<file path="src/rtl/csr_pkg.sv">
// Shared constants for the machine-mode CSR unit.
// Holds the CSR addresses, op encodings, mstatus/mie/mip bit positions, the
// write masks, the trap cause codes and the read-modify-write helper.
package csr_pkg;

    typedef enum logic [1:0] {
        CSR_NONE = 2'b00,
        CSR_RW   = 2'b01,
        CSR_RS   = 2'b10,
        CSR_RC   = 2'b11
    } csr_op_e;

    localparam logic [11:0] ADDR_MSTATUS   = 12'h300;
    localparam logic [11:0] ADDR_MIE       = 12'h304;
    localparam logic [11:0] ADDR_MTVEC     = 12'h305;
    localparam logic [11:0] ADDR_MSCRATCH  = 12'h340;
    localparam logic [11:0] ADDR_MEPC      = 12'h341;
    localparam logic [11:0] ADDR_MCAUSE    = 12'h342;
    localparam logic [11:0] ADDR_MIP       = 12'h344;
    localparam logic [11:0] ADDR_MCYCLE    = 12'hB00;
    localparam logic [11:0] ADDR_MINSTRET  = 12'hB02;
    localparam logic [11:0] ADDR_MCYCLEH   = 12'hB80;
    localparam logic [11:0] ADDR_MINSTRETH = 12'hB82;

    localparam int unsigned MSTATUS_MIE_BIT  = 3;
    localparam int unsigned MSTATUS_MPIE_BIT = 7;
    localparam int unsigned MIE_MEIE_BIT     = 11;
    localparam int unsigned MIP_MEIP_BIT     = 11;

    // Masks are 64 bits wide and truncated to XLEN where used.
    localparam logic [63:0] MSTATUS_WMASK  = 64'h0000_0000_0000_0088;
    localparam logic [63:0] MSTATUS_MPP_RO = 64'h0000_0000_0000_1800;
    localparam logic [63:0] MIE_WMASK      = 64'h0000_0000_0000_0800;

    localparam int unsigned CAUSE_ILLEGAL_INSTR = 2;
    localparam int unsigned CAUSE_BREAKPOINT    = 3;
    localparam int unsigned CAUSE_ECALL_M       = 11;
    localparam int unsigned CAUSE_M_EXT_IRQ     = 11;

    // New value of a CSR for the given op, before the per-register mask.
    function automatic logic [63:0] csr_apply_op(csr_op_e op, logic [63:0] old, logic [63:0] wdata);
        case (op)
            CSR_RW:  return wdata;
            CSR_RS:  return old | wdata;
            CSR_RC:  return old & ~wdata;
            default: return old;
        endcase
    endfunction

endpackage

</file>
<file path="src/rtl/csr_if.sv">
// CSR access bus between the core (master) and the CSR unit (slave).
// csr_op/csr_addr/csr_wdata: requested access; csr_rdata/csr_illegal: same-cycle response.
interface csr_if #(parameter int unsigned XLEN = 32);
    logic [1:0]      csr_op;
    logic [11:0]     csr_addr;
    logic [XLEN-1:0] csr_wdata;
    logic [XLEN-1:0] csr_rdata;
    logic            csr_illegal;

    modport master (output csr_op, csr_addr, csr_wdata, input csr_rdata, csr_illegal);
    modport slave  (input csr_op, csr_addr, csr_wdata, output csr_rdata, csr_illegal);
endinterface

</file>
<file path="src/rtl/csr_counter64.sv">
// 64-bit free-running counter with separate low/high word write ports.
// Ports: clk, rst (async active-high), inc (count enable), wr_lo/wr_hi with
// wdata_lo/wdata_hi (word writes), count (current value).
module csr_counter64 (
    input  logic        clk,
    input  logic        rst,
    input  logic        inc,
    input  logic        wr_lo,
    input  logic        wr_hi,
    input  logic [31:0] wdata_lo,
    input  logic [31:0] wdata_hi,
    output logic [63:0] count
);

    // A write to either half suppresses the increment for that cycle.
    always_ff @(posedge clk or posedge rst) begin
        if (rst) begin
            count <= '0;
        end else if (wr_lo || wr_hi) begin
            if (wr_lo) count[31:0]  <= wdata_lo;
            if (wr_hi) count[63:32] <= wdata_hi;
        end else if (inc) begin
            count <= count + 64'd1;
        end
    end

endmodule

</file>
<file path="src/rtl/csr_unit.sv">
// Machine-mode CSR unit: csrrw/rs/rc access, trap entry, mret, interrupt pending.
// Ports: clk, rst (async active-high), bus (csr_if slave: op/addr/wdata in,
// rdata/illegal out, combinational), trap_req/trap_cause/trap_pc (trap entry),
// mret, instr_retire, irq_ext, trap_vec (trap target), epc (mepc), irq_pending.
// Build option: CSR_COUNTERS_EN adds mcycle/minstret (and high halves on XLEN=32).
module csr_unit
    import csr_pkg::*;
#(
    parameter int unsigned XLEN        = 32,
    parameter logic [31:0] MTVEC_RESET = 32'h0000_0000
) (
    input  logic            clk,
    input  logic            rst,
    csr_if.slave            bus,
    input  logic            trap_req,
    input  logic [XLEN-1:0] trap_cause,
    input  logic [XLEN-1:0] trap_pc,
    input  logic            mret,
    input  logic            instr_retire,
    input  logic            irq_ext,
    output logic [XLEN-1:0] trap_vec,
    output logic [XLEN-1:0] epc,
    output logic            irq_pending
);

    localparam logic [XLEN-1:0] MTVEC_RST = XLEN'(MTVEC_RESET);

    logic [XLEN-1:0] mstatus_q, mie_q, mtvec_q, mscratch_q, mepc_q, mcause_q, mip_q;
    csr_op_e         op;
    logic [XLEN-1:0] old, wv;
    logic            impl, ro, illegal, we;

`ifdef CSR_COUNTERS_EN
    logic [63:0] cycle_cnt, instret_cnt;
`endif

    assign op = csr_op_e'(bus.csr_op);

    // Address decode and old-value read mux.
    always_comb begin
        impl = 1'b0;
        old  = '0;
        case (bus.csr_addr)
            ADDR_MSTATUS:  begin impl = 1'b1; old = mstatus_q | XLEN'(MSTATUS_MPP_RO); end
            ADDR_MIE:      begin impl = 1'b1; old = mie_q;      end
            ADDR_MTVEC:    begin impl = 1'b1; old = mtvec_q;    end
            ADDR_MSCRATCH: begin impl = 1'b1; old = mscratch_q; end
            ADDR_MEPC:     begin impl = 1'b1; old = mepc_q;     end
            ADDR_MCAUSE:   begin impl = 1'b1; old = mcause_q;   end
            ADDR_MIP:      begin impl = 1'b1; old = mip_q;      end
`ifdef CSR_COUNTERS_EN
            ADDR_MCYCLE:    begin impl = 1'b1; old = XLEN'(cycle_cnt);   end
            ADDR_MINSTRET:  begin impl = 1'b1; old = XLEN'(instret_cnt); end
            ADDR_MCYCLEH:   begin
                impl = (XLEN == 32);
                old  = impl ? XLEN'(cycle_cnt[63:32]) : '0;
            end
            ADDR_MINSTRETH: begin
                impl = (XLEN == 32);
                old  = impl ? XLEN'(instret_cnt[63:32]) : '0;
            end
`endif
            default: ;
        endcase
    end

    // A read-set/clear with zero data on a read-only CSR is a plain read.
    assign ro      = (bus.csr_addr[11:10] == 2'b11) || (bus.csr_addr == ADDR_MIP);
    assign illegal = (op != CSR_NONE) &&
                     (!impl || (ro && (op == CSR_RW || bus.csr_wdata != '0)));
    assign wv      = XLEN'(csr_apply_op(op, 64'(old), 64'(bus.csr_wdata)));
    assign we      = (op != CSR_NONE) && !illegal && !trap_req && !mret;

    assign bus.csr_rdata   = illegal ? '0 : old;
    assign bus.csr_illegal = illegal;

    // Architectural state; trap beats mret beats CSR write.
    always_ff @(posedge clk or posedge rst) begin
        if (rst) begin
            mstatus_q  <= '0;
            mie_q      <= '0;
            mtvec_q    <= MTVEC_RST;
            mscratch_q <= '0;
            mepc_q     <= '0;
            mcause_q   <= '0;
            mip_q      <= '0;
        end else begin
            mip_q <= XLEN'(irq_ext) << MIP_MEIP_BIT;
            if (trap_req) begin
                mepc_q                      <= trap_pc & ~XLEN'(3);
                mcause_q                    <= trap_cause;
                mstatus_q[MSTATUS_MPIE_BIT] <= mstatus_q[MSTATUS_MIE_BIT];
                mstatus_q[MSTATUS_MIE_BIT]  <= 1'b0;
            end else if (mret) begin
                mstatus_q[MSTATUS_MIE_BIT]  <= mstatus_q[MSTATUS_MPIE_BIT];
                mstatus_q[MSTATUS_MPIE_BIT] <= 1'b1;
            end else if (we) begin
                case (bus.csr_addr)
                    ADDR_MSTATUS:  mstatus_q  <= wv & XLEN'(MSTATUS_WMASK);
                    ADDR_MIE:      mie_q      <= wv & XLEN'(MIE_WMASK);
                    // Reserved mode encodings 1x keep the current mode.
                    ADDR_MTVEC:    mtvec_q    <= {wv[XLEN-1:2], wv[1] ? mtvec_q[1:0] : wv[1:0]};
                    ADDR_MSCRATCH: mscratch_q <= wv;
                    ADDR_MEPC:     mepc_q     <= wv & ~XLEN'(3);
                    ADDR_MCAUSE:   mcause_q   <= wv;
                    default: ;
                endcase
            end
        end
    end

    // Vectored mode offsets only interrupts, by 4 * cause code.
    always_comb begin
        trap_vec = {mtvec_q[XLEN-1:2], 2'b00};
        if (mtvec_q[0] && trap_cause[XLEN-1]) begin
            trap_vec = trap_vec + {trap_cause[XLEN-3:0], 2'b00};
        end
    end

    assign epc         = mepc_q;
    assign irq_pending = mstatus_q[MSTATUS_MIE_BIT] & mie_q[MIE_MEIE_BIT] & mip_q[MIP_MEIP_BIT];

`ifdef CSR_COUNTERS_EN
    logic [63:0] wv64;
    logic [31:0] hi_data;
    logic        cyc_wr_lo, cyc_wr_hi, ret_wr_lo, ret_wr_hi;

    // On XLEN=64 the low address writes the whole counter.
    assign wv64      = 64'(wv);
    assign hi_data   = (XLEN == 32) ? wv64[31:0] : wv64[63:32];
    assign cyc_wr_lo = we && (bus.csr_addr == ADDR_MCYCLE);
    assign cyc_wr_hi = we && ((XLEN == 32) ? (bus.csr_addr == ADDR_MCYCLEH)
                                           : (bus.csr_addr == ADDR_MCYCLE));
    assign ret_wr_lo = we && (bus.csr_addr == ADDR_MINSTRET);
    assign ret_wr_hi = we && ((XLEN == 32) ? (bus.csr_addr == ADDR_MINSTRETH)
                                           : (bus.csr_addr == ADDR_MINSTRET));

    csr_counter64 u_cycle (
        .clk      (clk),
        .rst      (rst),
        .inc      (1'b1),
        .wr_lo    (cyc_wr_lo),
        .wr_hi    (cyc_wr_hi),
        .wdata_lo (wv64[31:0]),
        .wdata_hi (hi_data),
        .count    (cycle_cnt)
    );

    csr_counter64 u_instret (
        .clk      (clk),
        .rst      (rst),
        .inc      (instr_retire),
        .wr_lo    (ret_wr_lo),
        .wr_hi    (ret_wr_hi),
        .wdata_lo (wv64[31:0]),
        .wdata_hi (hi_data),
        .count    (instret_cnt)
    );
`else
    logic unused_retire;
    assign unused_retire = instr_retire;
`endif

endmodule
</file>
<file path="src/flat_wrapper.sv">
// flat-port wrapper written by rule: the top's interface ports become plain ports
module csr_unit_flat import csr_pkg::*;
#(
    parameter int unsigned XLEN        = 32,
    parameter logic [31:0] MTVEC_RESET = 32'h0000_0000
)
  (clk, rst, trap_req, trap_cause, trap_pc, mret, instr_retire, irq_ext, trap_vec, epc, irq_pending, bus_csr_op, bus_csr_addr, bus_csr_wdata, bus_csr_rdata, bus_csr_illegal);
  csr_if #(.XLEN(XLEN)) bus_i ();
  input  logic clk;
  input  logic rst;
  input  logic trap_req;
  input  logic [XLEN-1:0] trap_cause;
  input  logic [XLEN-1:0] trap_pc;
  input  logic mret;
  input  logic instr_retire;
  input  logic irq_ext;
  output logic [XLEN-1:0] trap_vec;
  output logic [XLEN-1:0] epc;
  output logic irq_pending;
  input wire logic [$bits(bus_i.csr_op)-1:0] bus_csr_op;
  input wire logic [$bits(bus_i.csr_addr)-1:0] bus_csr_addr;
  input wire logic [$bits(bus_i.csr_wdata)-1:0] bus_csr_wdata;
  output wire logic [$bits(bus_i.csr_rdata)-1:0] bus_csr_rdata;
  output wire logic [$bits(bus_i.csr_illegal)-1:0] bus_csr_illegal;
  assign bus_i.csr_op = bus_csr_op;
  assign bus_i.csr_addr = bus_csr_addr;
  assign bus_i.csr_wdata = bus_csr_wdata;
  assign bus_csr_rdata = bus_i.csr_rdata;
  assign bus_csr_illegal = bus_i.csr_illegal;
  csr_unit #(.XLEN(XLEN), .MTVEC_RESET(MTVEC_RESET)) u_core (.clk(clk), .rst(rst), .bus(bus_i), .trap_req(trap_req), .trap_cause(trap_cause), .trap_pc(trap_pc), .mret(mret), .instr_retire(instr_retire), .irq_ext(irq_ext), .trap_vec(trap_vec), .epc(epc), .irq_pending(irq_pending));
endmodule
</file>
<file path="config.mk">
export PLATFORM = sky130hd
export DESIGN_NAME = csr_unit_flat
export DESIGN_NICKNAME = d
export VERILOG_FILES = /design/src/rtl/csr_pkg.sv /design/src/rtl/csr_if.sv /design/src/rtl/csr_counter64.sv /design/src/rtl/csr_unit.sv /design/src/flat_wrapper.sv
export SDC_FILE = /design/constraint.sdc
export NUM_CORES = 1
export LEC_CHECK = 0
export BUFFER_PORTS_ARGS = -buffer_cell sky130_fd_sc_hd__buf_4
export CELL_PAD_IN_SITES_DETAIL_PLACEMENT = 1
export CELL_PAD_IN_SITES_GLOBAL_PLACEMENT = 1
export CORE_MARGIN = 3
export CORE_UTILIZATION = 37
export CTS_BUF_LIST = sky130_fd_sc_hd__clkbuf_16
export DETAILED_ROUTE_END_ITERATION = 10
export PLACE_DENSITY_LB_ADDON = 0.1
export SLEW_MARGIN = 20
export SYNTH_ARGS = -nofsm -noshare
export SYNTH_HDL_FRONTEND = slang
export SYNTH_HIERARCHICAL = 1
export SYNTH_SLANG_ARGS = --single-unit
export TNS_END_PERCENT = 1
</file>
<file path="constraint.sdc">
create_clock -name clk -period 4.2 [get_ports clk]
set_clock_uncertainty 0.2 [all_clocks]
set_input_delay 0.84 -clock clk [delete_from_list [all_inputs] [get_ports clk]]
set_output_delay 0.84 -clock clk [all_outputs]
set_load 0.1 [all_outputs]
</file>
Yosys cells after proc, flatten, opt, wreduce, memory -nomap -nowiden

Index checks and enable logic that the tools add are counted.
W data, S select, Z words.

Flip-flop bits (word level): 131
Output and inout bits: 98
Input bits: 116

Bitwise logic cells: 8
Multiplexer cells: 19
Add/subtract/negate cells: 1
Reduce and logical (&&, ||, !) cells: 28
Equal/unequal tests: 12

Operators by type and width:

| operator               | count |
|---|---|
| $mux W32               | 10 |
| $pmux W32 S7           | 1 |
| $pmux W32 S3           | 1 |
| $eq A12 B10 Y1 const B | 7 |
| $add A32 B32 Y32       | 1 |
| $and A32 B32 Y32       | 1 |
| $not A32 Y32           | 1 |
| $or A32 B32 Y32        | 1 |
| $reduce_bool A32 Y1    | 1 |
| $mux W8                | 2 |
| $reduce_and A4 Y1      | 3 |
| $reduce_bool A2 Y1     | 4 |
| $reduce_or A7 Y1       | 1 |
| $eq A2 B2 Y1 const B   | 3 |
| $logic_and A1 B1 Y1    | 6 |
| $reduce_and A3 Y1      | 2 |
| $reduce_bool A3 Y1     | 2 |
| $mux W1                | 5 |
| $reduce_and A5 Y1      | 1 |
| $logic_not A1 Y1       | 4 |
| $logic_or A1 B1 Y1     | 3 |
| $not A1 Y1             | 3 |
| $and A1 B1 Y1          | 2 |
| $eq A2 B1 Y1 const B   | 1 |
| 2 further kinds        | 2 |

Depth between registers and ports, before layout

Gate-level depths: netlist of the first run.

Depth in word-level cells: 13
Gate-level depth with buffers: 12
Mapped depth without buffers: 12

Worst setup path before layout of the first run

OpenSTA, ideal clock, no wires.

Path kind: input-to-output
Start point: input port trap_cause[10]
End point: output port trap_vec[29]
Cell stages on the path: 10
Setup slack: -1.646 ns
Arrival time: 4.806 ns
Cells stage by stage: ha_1 -> a21oi_1 -> nor2_1 -> o41ai_1 -> a2bb2oi_1 -> a31oi_1 -> o211ai_1 -> a21oi_1 -> o21a_1 -> o31ai_1

Cells in the longest elaborated chain, start to end: 2

Ends and longest elaborated chain:

| element          | line               | text |
|---|---|---|
| start, declared  | flat_wrapper.sv:12 | `input logic [XLEN-1:0] trap_cause;` |
| $add A32 B32 Y32 | csr_unit.sv:116    | `trap_vec = trap_vec + {trap_cause[XLEN-3:0], 2'b00};` |
| $mux W32         | csr_unit.sv:115    | `if (mtvec_q[0] && trap_cause[XLEN-1]) begin` |
| end, declared    | flat_wrapper.sv:17 | `output logic [XLEN-1:0] trap_vec;` |

No other way between the ends.

Worst setup path in the final report of the first run

Start point: input port trap_cause[12]
End point: output port trap_vec[29]

The elaborated chain is that of the path after synthesis.

==> results of run 1 <==
logic make-up after synthesis:
logic type      after synthesis
compound gates              354
simple gates                280
flops                       129
buf+inv                     119
mux                          74
xor+xnor                     55
fa+ha+maj                    30
other cells                   1
power groups by stage:
| stage | registers [µW] | logic [µW] | clock network (µW) |
|---|---|---|---|
| 6_report | 1340 | 747 | 1490 |
| 5_1_grt | 1350 | 794 | 1570 |
| 4_1_cts | 1340 | 744 | 1510 |
| 3_5_place_dp | 1360 | 733 | 0 |
| 3_3_place_gp | 1360 | 719 | 0 |
| 2_1_floorplan | 1540 | 285 | 0 |
worst min-delay path by stage:
stage,from,to,slack [ps],cells after the start
after floorplan,u_core/mscratch_q[28],u_core/mscratch_q[28],250,2
after global placement,u_core/mscratch_q[4],u_core/mscratch_q[4],260,2
after detailed placement,u_core/mscratch_q[24],u_core/mscratch_q[24],270,2
after CTS,u_core/mscratch_q[24],u_core/mscratch_q[24],290,2
after global routing,irq_ext,u_core/mip_q[11],300,1
final,u_core/mscratch_q[16],u_core/mscratch_q[16],290,2
critical path: cells and delay by family:
family | cells | cell delay [ps]
AOI/OAI and AO/OA | 8 | 1470
adders and majority gates | 1 | 210
buffers and inverters | 5 | 830
layer usage:
metal	GRT usage, %	vias up	part of all wire, %
li1	-	4299	-
met1	38.0	4576	46
met2	45.9	274	48
met3	3.72	37	4.8
met4	6.24	0	1.4
met5	0	-	0
sequential cells by signal (all words and copies together), names as in the netlist:
signal,count
u_core/mscratch_q,32
u_core/mip_q,1
u_core/epc,30
u_core/mie_q,1
u_core/mcause_q,32
u_core/mstatus_q,2
u_core/mtvec_q,31
final cells by class:
type                    count  area [µm²]
clock buffers              17         425
clock inverters            15         144
fillers                  2798       11100
inverters                  44         168
multi-input cells         797        5540
flip-flops and latches    129        3230
well taps                 319         399
repair buffers            319        2690
metrics by stage:
| step | util (%) | worst slack (ps) | total power (µW) |
|---|---|---|---|
| 2_1_floorplan | - | -620 | 1820 |
| 3_5_place_dp | 49.0 | -675 | 2090 |
| 4_1_cts | 52.9 | -138 | 3590 |
| 5_1_grt | 53.2 | -343 | 3710 |
| 6_report | 53.2 | -194 | 3580 |
| 3_3_place_gp | 49.0 | -643 | 2080 |
repair_timing:
item                                    in CTS  in global routing
endpoints found under the setup margin      16                 20
endpoints found under the hold margin        0                  0
gates cloned                                 0                  0
pin swaps                                   23                  4
hold buffers                                 0                  0
gates resized for setup                     69                 15
setup buffers                                6                  0
synthesized netlist by cell type, types with 8 or more instances:
| cell type | instances | share of area [%] |
|---|---|---|
| a22oi_1 | 30 | 2.5 |
| a22o_1 | 29 | 2.8 |
| dfrtp_1 | 129 | 36 |
| a21oi_1 | 54 | 3.0 |
| a21boi_0 | 22 | 1.8 |
| a222oi_1 | 26 | 2.9 |
| clkbuf_1 | 47 | 2.0 |
| o21ai_1 | 58 | 3.2 |
| nor4_1 | 9 | 0.63 |
| buf_6 | 8 | 1.0 |
| inv_1 | 44 | 1.8 |
| a21o_1 | 23 | 1.9 |
| nor2_1 | 45 | 1.9 |
| xnor2_1 | 44 | 4.3 |
| ha_1 | 29 | 4.0 |
| buf_2 | 8 | 0.44 |
| xor2_1 | 11 | 1.1 |
| mux2i_1 | 62 | 6.9 |
| nand2_1 | 168 | 7.0 |
| o21ai_0 | 67 | 3.7 |
| buf_4 | 11 | 0.92 |
layout by cell type, fill, tap and decap left out, types with 23 or more instances in the layout:
master | Yosys | final
buf_4 | 11 | 287
nand2_1 | 168 | 167
dfrtp_1 | 129 | 128
o21ai_1 | 58 | 73
mux2i_1 | 62 | 61
a21oi_1 | 54 | 50
nor2_1 | 45 | 45
xnor2_1 | 44 | 43
inv_1 | 44 | 42
o21ai_0 | 67 | 41
a22oi_1 | 30 | 30
a22o_1 | 29 | 29
a222oi_1 | 26 | 26
a21o_1 | 23 | 23
==> reports/qor.yml, run 1 <==
critical_path:
  rrSetupSlack_ps: 1750
  slowest_stage: "o41ai_2"
  reg2regPathDepth: 11
  cp-startpoint: "trap_cause[12]"
  end_kind: "output pin"
  crit_fanout: 3
  cp_common_cell: "buf_4"
  required_ps: 3160
  crit_chain: "buf_6, ha_4, a21o_1, o41ai_2, buf_4, a2bb2oi_2, a31oi_1, buf_4, o211ai_1, buf_4, a21oi_1, o21a_1, o31ai_4, buf_12"
  cp-endpoint: "trap_vec[29]"
  critPathMaxStageDelay_ps: 280
  start_kind: "input port"
  crit_type: "input port to output pin"
  r2r_start: "u_core/mtvec_q[11]"
  arrival_ps: 3350
  timing.rr.end: "u_core/epc[11]"
power:
  sequentialPowerShare_pct: 37.5
  switching_share_pct: 32.5
  p_int_uw: 2410
  power_density_nw_per_um2: 284
  comb_power_share_pct: 20.9
  switching_power_uw: 1160
  pwr-share-clk_pct: 41.6
  total_leakage_power_uw: 0.00603
  max-vdd-ir-drop_v: 0.000201
global_route:
  grt_pass1_vias: 9754
  overflow: 0
  grt_max_degree: 78
  track_usage_pct: 27.5
  antenna_found_initial: 0
  grt_pass1_wl_mm: 56.0
detailed_routing:
  drt_first_pass_iters: 6
  num_vias: 9186
  wl_per_cell_um: 22.3
  routed_via_density: 5.60
  detail-route-antenna-nets: 0
  wl_mm: 36.5
  drt_iter0_drc: 638
  drc_errors: 0
floorplan:
  chipHeight_um: 162
  dieWidth_um: 162
  rows: 56
  start_util_pct: 38.0
  dieArea_um2: 26200
  ios: 214
  core_um2: 23700
clock_tree:
  cts-root-buf: "clkbuf_16"
  clk_latency_ps: 430
  cts_tree: "built"
  cts.sinks: 129
  clk_path_buf_depth: 2
  clk_pin_slew_worst_paths_ps: 60
  htreeDepth: 4
  numCtsBuffers: 17
status:
  violations: "negative setup slack"
  outcome: "finished, violations left"
timing:
  fin_setup_tns_ps: -1040
  rsz0062_at_grt: "true"
  fin_crit_sh_pct: 105
  slew_violations: 0
  final.min_clock_period_ps: 4390
  relSlewSlack_pct: 43.4
  hold_viol_final: 0
  clock.fmax_ghz: 0.228
  whs_ps: 286
  finalWorstSetupSlack_ps: -194
  tightest_slew_ps: 848
  setup_violations: 9
cells_and_area:
  syn_to_final_growth_pct: 40.0
  finalNonFillerCells: 1640
  diodes: 0
  drive_gt1_share_pct: 31.1
  layout.nets: 1454
  stdcell_area_um2: 12600
synth:
  yosysSeqAreaShare_pct: 35.9
  synthSimpleGateAreaFrac_pct: 13.9
  syn_inst: 1042
  synth.area.mux_share_pct: 8.40
  synth-compound-area-share_pct: 26.0
  ys_warn_count: 6
  synth_cell_types: 60
  synth-xor-area-share_pct: 5.35
  synth_edf_count: 0
  netlist_area_um2: 9000
  synth-seq-cells: 129
  async_reset_ff_share_pct: 100
  syn_area_per_cell_um2: 8.64
  synth-adder-area-share_pct: 4.25
  synth_top_family_by_area: "compound AO/OA/AOI/OAI gates"
  synth_ff_type: "dfrtp_1"
min_path:
  hp-class: "flop to flop"
placement:
  gp_congestion: 0.907
  place_inst: 1603
  placed_cell_area_um2: 11600
  hpwl_mm: 26.3
  port_buffers: 206
flow_run:
  max_cap_viol_count: 0
Power figures use the tool's default switching activity.
==> inputs of run 2 (changes only) <==
- ABC_AREA: unset -> 1
- CORE_UTILIZATION: 37 -> 35
==> reports/qor.yml, run 2 <==
status:
  outcome: "complete, no violations"  # was finished, violations left
detailed_routing:
  wl_per_cell_um: 21.7  # was 22.3 µm
  wl_mm: 49.6  # was 36.5 mm
  drt_first_pass_iters: 5  # was 6
  num_vias: 12500  # was 9,186
  drt_iter0_drc: 1061  # was 638
  drc_errors: 0  # unchanged
  routed_via_density: 5.48  # was 5.60
  detail-route-antenna-nets: 0  # unchanged
synth:
  synth-compound-area-share_pct: 12.8  # was 26.0%
  ys_top_cells_by_count: "nand2_1, nand3_1, dfrtp_1, inv_1, o21ai_0"  # was nand2_1, dfrtp_1, o21ai_0, mux2i_1, o21ai_1
  synth_edf_count: 0  # unchanged
  synth_area_leaders: "dfrtp_1, nand2_1, nand3_1, o21ai_0, inv_1"  # was dfrtp_1, nand2_1, mux2i_1, xnor2_1, ha_1
  netlist_area_um2: 10300  # was 9000 µm²
  syn_area_per_cell_um2: 6.11  # was 8.64 µm²
  synth_top_area_share_pct: 31.3  # was 35.9%
  synth_area_leader_cell: "dfrtp_1"  # unchanged
  async_reset_ff_share_pct: 100  # unchanged
  synth_cell_types: 41  # was 60
  ys_warn_count: 6  # unchanged
  synth.area.mux_share_pct: 0  # was 8.40%
  syn_inst: 1689  # was 1,042
  synth_ff_type: "dfrtp_1"  # unchanged
  synth.most_common_cell: "nand2_1"  # unchanged
  yosysSeqAreaShare_pct: 31.3  # was 35.9%
  synth-seq-cells: 129  # unchanged
  synth-adder-area-share_pct: 3.71  # was 4.25%
  synth-xor-area-share_pct: 0.424  # was 5.35%
  synth_top_family_by_area: "simple AND/OR/NAND/NOR gates"  # was compound AO/OA/AOI/OAI gates
  synthSimpleGateAreaFrac_pct: 43.4  # was 13.9%
global_route:
  grt_pass1_vias: 12700  # was 9,754
  overflow: 0  # unchanged
  track_usage_pct: 31.2  # was 27.5%
  grt_max_degree: 80  # was 78
  grt_pass1_wl_mm: 74.9  # was 56.0 mm
  antenna_found_initial: 0  # unchanged
timing:
  fin_crit_sh_pct: 95.9  # was 105%
  final.min_clock_period_ps: 4030  # was 4390 ps
  rsz0062_at_grt: "false"  # was true
  slew_violations: 0  # unchanged
  whs_ps: 273  # was 286 ps
  tightest_slew_ps: 822  # was 848 ps
  relSlewSlack_pct: 45.2  # was 43.4%
  clock.fmax_ghz: 0.248  # was 0.228 GHz
  hold_viol_final: 0  # unchanged
  setup_violations: 0  # was 9
floorplan:
  rows: 62  # was 56
  ios: 214  # unchanged
  start_util_pct: 35.8  # was 38.0%
  chipHeight_um: 178  # was 162 µm
  dieArea_um2: 31600  # was 26,200 µm²
  core_um2: 28900  # was 23,700 µm²
  dieWidth_um: 178  # was 162 µm
placement:
  port_buffers: 206  # unchanged
  gp_congestion: 0.965  # was 0.907
  hpwl_mm: 37.5  # was 26.3 mm
power:
  sequentialPowerShare_pct: 37.3  # was 37.5%
  switching_power_uw: 1280  # was 1160 µW
  max-vdd-ir-drop_v: 0.000155  # was 0.000201 V
  total_power_uw: 3680  # was 3580 µW
  switching_share_pct: 34.8  # was 32.5%
  p_int_uw: 2400  # was 2410 µW
  pwr-share-clk_pct: 39.0  # was 41.6%
  power_density_nw_per_um2: 283  # was 284 nW/µm²
  comb_power_share_pct: 23.7  # was 20.9%
  total_leakage_power_uw: 0.00679  # was 0.00603 µW
cells_and_area:
  final_common_cell: "nand2_1"  # was buf_4
  diodes: 0  # unchanged
  syn_to_final_growth_pct: 26.1  # was 40.0%
  reg_top3: "u_core/mcause_q x32, u_core/mscratch_q x32, u_core/mtvec_q x31"  # unchanged
  layout.nets: 2030  # was 1,454
  drive_gt1_share_pct: 17.2  # was 31.1%
  final_cell_mix: "nand2_1, buf_4, nand3_1"  # was buf_4, nand2_1, dfrtp_1
clock_tree:
  clk_path_buf_depth: 2  # unchanged
  htreeDepth: 4  # unchanged
  cts_tree: "built"  # unchanged
  cts_hold_buf: 0  # unchanged
  cts_resized: 0  # was 69
  cts.sinks: 129  # unchanged
  clk_pin_slew_worst_paths_ps: 60  # about the same
  cts-root-buf: "clkbuf_16"  # unchanged
  numCtsBuffers: 17  # unchanged
  post_cts_buffers: 0  # was 6
  clk_latency_ps: 420  # was 430 ps
flow_run:
  max_cap_viol_count: 0  # unchanged
critical_path:
  end_kind: "output pin"  # unchanged
  crit_fanout: 3  # unchanged
  required_ps: 3160  # about the same
  start_kind: "input port"  # unchanged
  arrival_ps: 2990  # was 3350 ps
  crit_type: "input port to output pin"  # unchanged
min_path:
  hp-class: "flop to flop"  # unchanged
[run 2: changes by cell type in the layout (fill, tap and decap cells not counted), moves of 40 or more]
cell,previous run,this run
xnor2_1,43,3
buf_4,287,242
o21ai_0,41,104
mux2i_1,61,0
nor2_1,45,95
nand2_1,167,759
inv_1,42,123
nand3_1,6,141
[run 2: worst paths after layout]
kind / from / to / slack [ps] / cells past startpoint
min in group asynchronous: rst / u_core/epc[3] / 330 / 2
worst min register to register: u_core/mie_q[11] / u_core/mie_q[11] / 270 / 2
worst max register to register: u_core/mtvec_q[26] / u_core/mcause_q[26] / 2500 / 9
worst min-delay path: u_core/mie_q[11] / u_core/mie_q[11] / 270 / 2
worst max-delay path: trap_cause[0] / trap_vec[24] / 170 / 15
max in group asynchronous: rst / u_core/mtvec_q[20] / 2690 / 3
[run 2: logic make-up after synthesis]
logic type      count (synthesis)
flops                         129
buf+inv                       207
xor+xnor                        5
fa+ha+maj                      30
compound gates                239
simple gates                 1078
other cells                     1
[run 2: per-stage QoR]
step           std cells  TNS (ps)  util (%)  instance area [µm²]  setup slack [ps]
3_5_place_dp        2249         0      42.9                12400              32.8
5_1_grt             2281         0      45.1                13000              24.9
2_1_floorplan       1692    -48080         -                10300              -488
4_1_cts             2281         0      44.9                12900              9.90
3_3_place_gp        2249         0      42.9                12400              26.9
6_report            2281         0      45.1                13000               171
[run 2: routing by layer]
metal / GRT usage (%) / share of wire [%] / vias up
li1: - / - / 5887
met5: 0 / 0 / -
met2: 51.0 / 47 / 488
met4: 8.41 / 2.2 / 0
met3: 3.47 / 6.8 / 66
met1: 43.7 / 44 / 6068
[run 2: layout make-up]
| cell class | instances | area (µm²) |
|---|---|---|
| Clock buffer | 17 | 425 |
| Clock inverter | 15 | 130 |
| Fill cell | 3981 | 15800 |
| Inverter | 127 | 482 |
| Multi-Input combinational cell | 1356 | 6280 |
| Sequential cell | 129 | 3230 |
| Tap cell | 384 | 480 |
| Timing Repair Buffer | 253 | 1980 |
[run 2: critical path: stages]
cell and delay [ps]:
buf_4 130, ha_1 210, inv_1 100, fa_2 370, inv_1 80, nand3_1 70
nand2_1 100, buf_4 120, a21boi_2 50, inv_1 110, nand4_1 160, nand4_1 150
nand3_1 70, o21ai_0 120, clkbuf_8 290
[run 2: power groups by stage]
stage | Sequential (µW) | Combinational, µW | Clock [µW]
finish | 1370 | 872 | 1440
global route | 1380 | 941 | 1520
CTS | 1370 | 868 | 1450
detailed placement | 1390 | 866 | 0
global placement | 1390 | 852 | 0
floorplan | 1590 | 343 | 0
==> inputs of run 3 (changes only) <==
- CORE_UTILIZATION: 35 -> 39
- PLACE_DENSITY: unset -> 0.85
- PLACE_DENSITY_LB_ADDON: 0.1 -> unset
- clock period: 4.2 -> 4.1 ns (I/O delays scaled with it)
==> reports/qor.yml, run 3 (synthesized netlist as in run 2, its figures left out) <==
detailed_routing:
  drt_first_pass_iters: 5  # unchanged
  detail-route-antenna-nets: 0  # unchanged
  num_vias: 13000  # was 12,500
  wl_mm: 49.3  # was 49.6 mm
  drt_iter0_drc: 962  # was 1,061
  wl_per_cell_um: 22.1  # was 21.7 µm
  routed_via_density: 5.83  # was 5.48
  drc_errors: 0  # unchanged
floorplan:
  chipHeight_um: 169  # was 178 µm
  rows: 58  # was 62
  dieArea_um2: 28500  # was 31,600 µm²
  core_um2: 25600  # was 28,900 µm²
  start_util_pct: 40.3  # was 35.8%
  ios: 214  # unchanged
  dieWidth_um: 169  # was 178 µm
critical_path:
  required_ps: 3080  # was 3160 ps
  arrival_ps: 2950  # was 2990 ps
  critPathMaxStageDelay_ps: 370  # about the same
  crit_fanout: 3  # unchanged
  critical_path.top_delay_family: "buffers and inverters"  # unchanged
  crit_type: "input port to output pin"  # unchanged
  crit_buf_inv: 6  # unchanged
  crit_chain: "buf_4, ha_1, inv_2, fa_2, inv_1, nand3_1, nand2_1, buf_4, a21boi_2, inv_1, nand4_1, nand4_1, nand3_1, o21ai_0, clkbuf_8"  # was buf_4, ha_1, inv_1, fa_2, inv_1, nand3_1, nand2_1, buf_4, a21boi_2, inv_1, nand4_1, nand4_1, nand3_1, o21ai_0, clkbuf_8
  end_kind: "output pin"  # unchanged
  slowest_stage: "fa_2"  # unchanged
  start_kind: "input port"  # unchanged
placement:
  dp_slack_ps: 3.72  # was 32.8 ps
  port_buffers: 206  # unchanged
  hpwl_mm: 36.4  # was 37.5 mm
  gp_congestion: 0.993  # was 0.965
  placed_cell_area_um2: 12400  # about the same
clock_tree:
  htreeDepth: 4  # unchanged
  clk_pin_slew_worst_paths_ps: 60  # about the same
  cts-root-buf: "clkbuf_16"  # unchanged
  cts_tree: "built"  # unchanged
  cts.sinks: 129  # unchanged
  clk_path_buf_depth: 2  # unchanged
  clk_latency_ps: 420  # about the same
  numCtsBuffers: 17  # unchanged
  cts_hold_buf: 0  # unchanged
flow_run:
  max_cap_viol_count: 0  # unchanged
power:
  power_density_nw_per_um2: 298  # was 283 nW/µm²
  total_leakage_power_uw: 0.00679  # about the same
  max-vdd-ir-drop_v: 0.000287  # was 0.000155 V
timing:
  clock.fmax_ghz: 0.252
  fin_crit_sh_pct: 96.8
  finalWorstSetupSlack_ps: 132  # was 171 ps
  relSlewSlack_pct: 46.1  # was 45.2%
  hold_viol_final: 0  # unchanged
  rsz0062_at_grt: "true"  # was false
  tightest_slew_ps: 808  # was 822 ps
  fin_setup_tns_ps: 0  # unchanged
  slew_violations: 0  # unchanged
  setup_violations: 0  # unchanged
  final.min_clock_period_ps: 3970
global_route:
  grt_pass1_wl_mm: 76.4  # was 74.9 mm
  track_usage_pct: 34.3  # was 31.2%
  met3_usage_pct: 5.60  # was 3.47%
  grt_pass1_vias: 13300  # was 12,700
  overflow: 0  # unchanged
  grt_max_degree: 52  # was 80
  grt_busiest_layer: "met2"  # unchanged
  antenna_found_initial: 0  # unchanged
  met1_usage_pct: 46.0  # was 43.7%
  met2_usage_pct: 54.8  # was 51.0%
cells_and_area:
  final_cell_mix: "nand2_1, buf_4, nand3_1"  # unchanged
  multi_input_area_um2: 6270  # was 6280 µm²
  nFillCells: 3516  # was 3,981
  register_area_um2: 3230  # unchanged
  diodes: 0  # unchanged
  syn_to_final_growth_pct: 26.0  # was 26.1%
  layout.nets: 2032  # was 2,030
  final_common_cell: "nand2_1"  # unchanged
  stdcell_area_um2: 13000  # about the same
  reg_top3: "u_core/mcause_q x32, u_core/mscratch_q x32, u_core/mtvec_q x31"  # unchanged
  fin_util_pct: 50.8  # was 45.1%
  drive_gt1_share_pct: 17.1  # was 17.2%
status:
  outcome: "complete, no violations"  # unchanged
min_path:
  hp-class: "flop to flop"  # unchanged
## run 3: cell types whose count changed in the layout (fill, tap and decap cells not counted), sizes merged
| cell | delta |
|---|---|
| clkinv | -1 |
| inv | -2 |
| clkbuf | -2 |
| buf | +4 |
| bufinv | +1 |
| clkinvlp | +2 |
## run 3: worst paths after layout
| path | to | cells after the start | slack (ps) | startpoint |
|---|---|---|---|---|
| worst max-delay path | trap_vec[24] | 15 | 130 | trap_cause[0] |
| worst min-delay path | u_core/mcause_q[7] | 2 | 300 | u_core/mcause_q[7] |
| min in group asynchronous | u_core/epc[3] | 2 | 320 | rst |
| worst max register to register | u_core/epc[8] | 8 | 2320 | u_core/mtvec_q[8] |
| worst min register to register | u_core/mcause_q[7] | 2 | 300 | u_core/mcause_q[7] |
| max in group asynchronous | u_core/mscratch_q[2] | 3 | 2330 | rst |
## run 3: metal layers
layer	share of wire, %	up-vias	wire [µm]
met5	0	-	0
met4	4.5	0	2230
met3	8.3	151	4080
met2	45	679	22300
met1	42	6284	20600
li1	-	5887	-
## run 3: area by class of cell
| class | count | share of cell area, % |
|---|---|---|
| Clock buffer | 17 | 3.27 |
| Inverter | 127 | 3.69 |
| Sequential cell | 129 | 24.8 |
| Multi-Input combinational cell | 1356 | 48.2 |
| Timing Repair Buffer | 255 | 15.6 |
| Clock inverter | 15 | 1.27 |
| Tap cell | 330 | 3.18 |
## run 3: repair_timing
action                                  in CTS  in global routing
gates resized for setup                      1                 14
buffers inserted                             0                  0
endpoints found under the setup margin       1                 13
## run 3: worst min-delay path, cell delays in order, from the launching register on
cell and delay [ps]:
dfrtp_1 350, nand2_1 60, nand2_1 50
## run 3: metrics by stage
stage | power [µW] | hold WS (ps) | instances
6_report | 3880 | 299 | 2229
5_1_grt | 4020 | 289 | 2229
4_1_cts | 3870 | 290 | 2229
3_5_place_dp | 2310 | 265 | 2197
2_1_floorplan | 1980 | 241 | 1692
3_3_place_gp | 2290 | 256 | 2197
## run 3: power by group
group	switching [µW]	internal (µW)	leakage (µW)	total [µW]
Sequential	69.4	1340	0.00145	1410
Clock	624	950	0.000272	1570
Combinational	657	244	0.00508	901
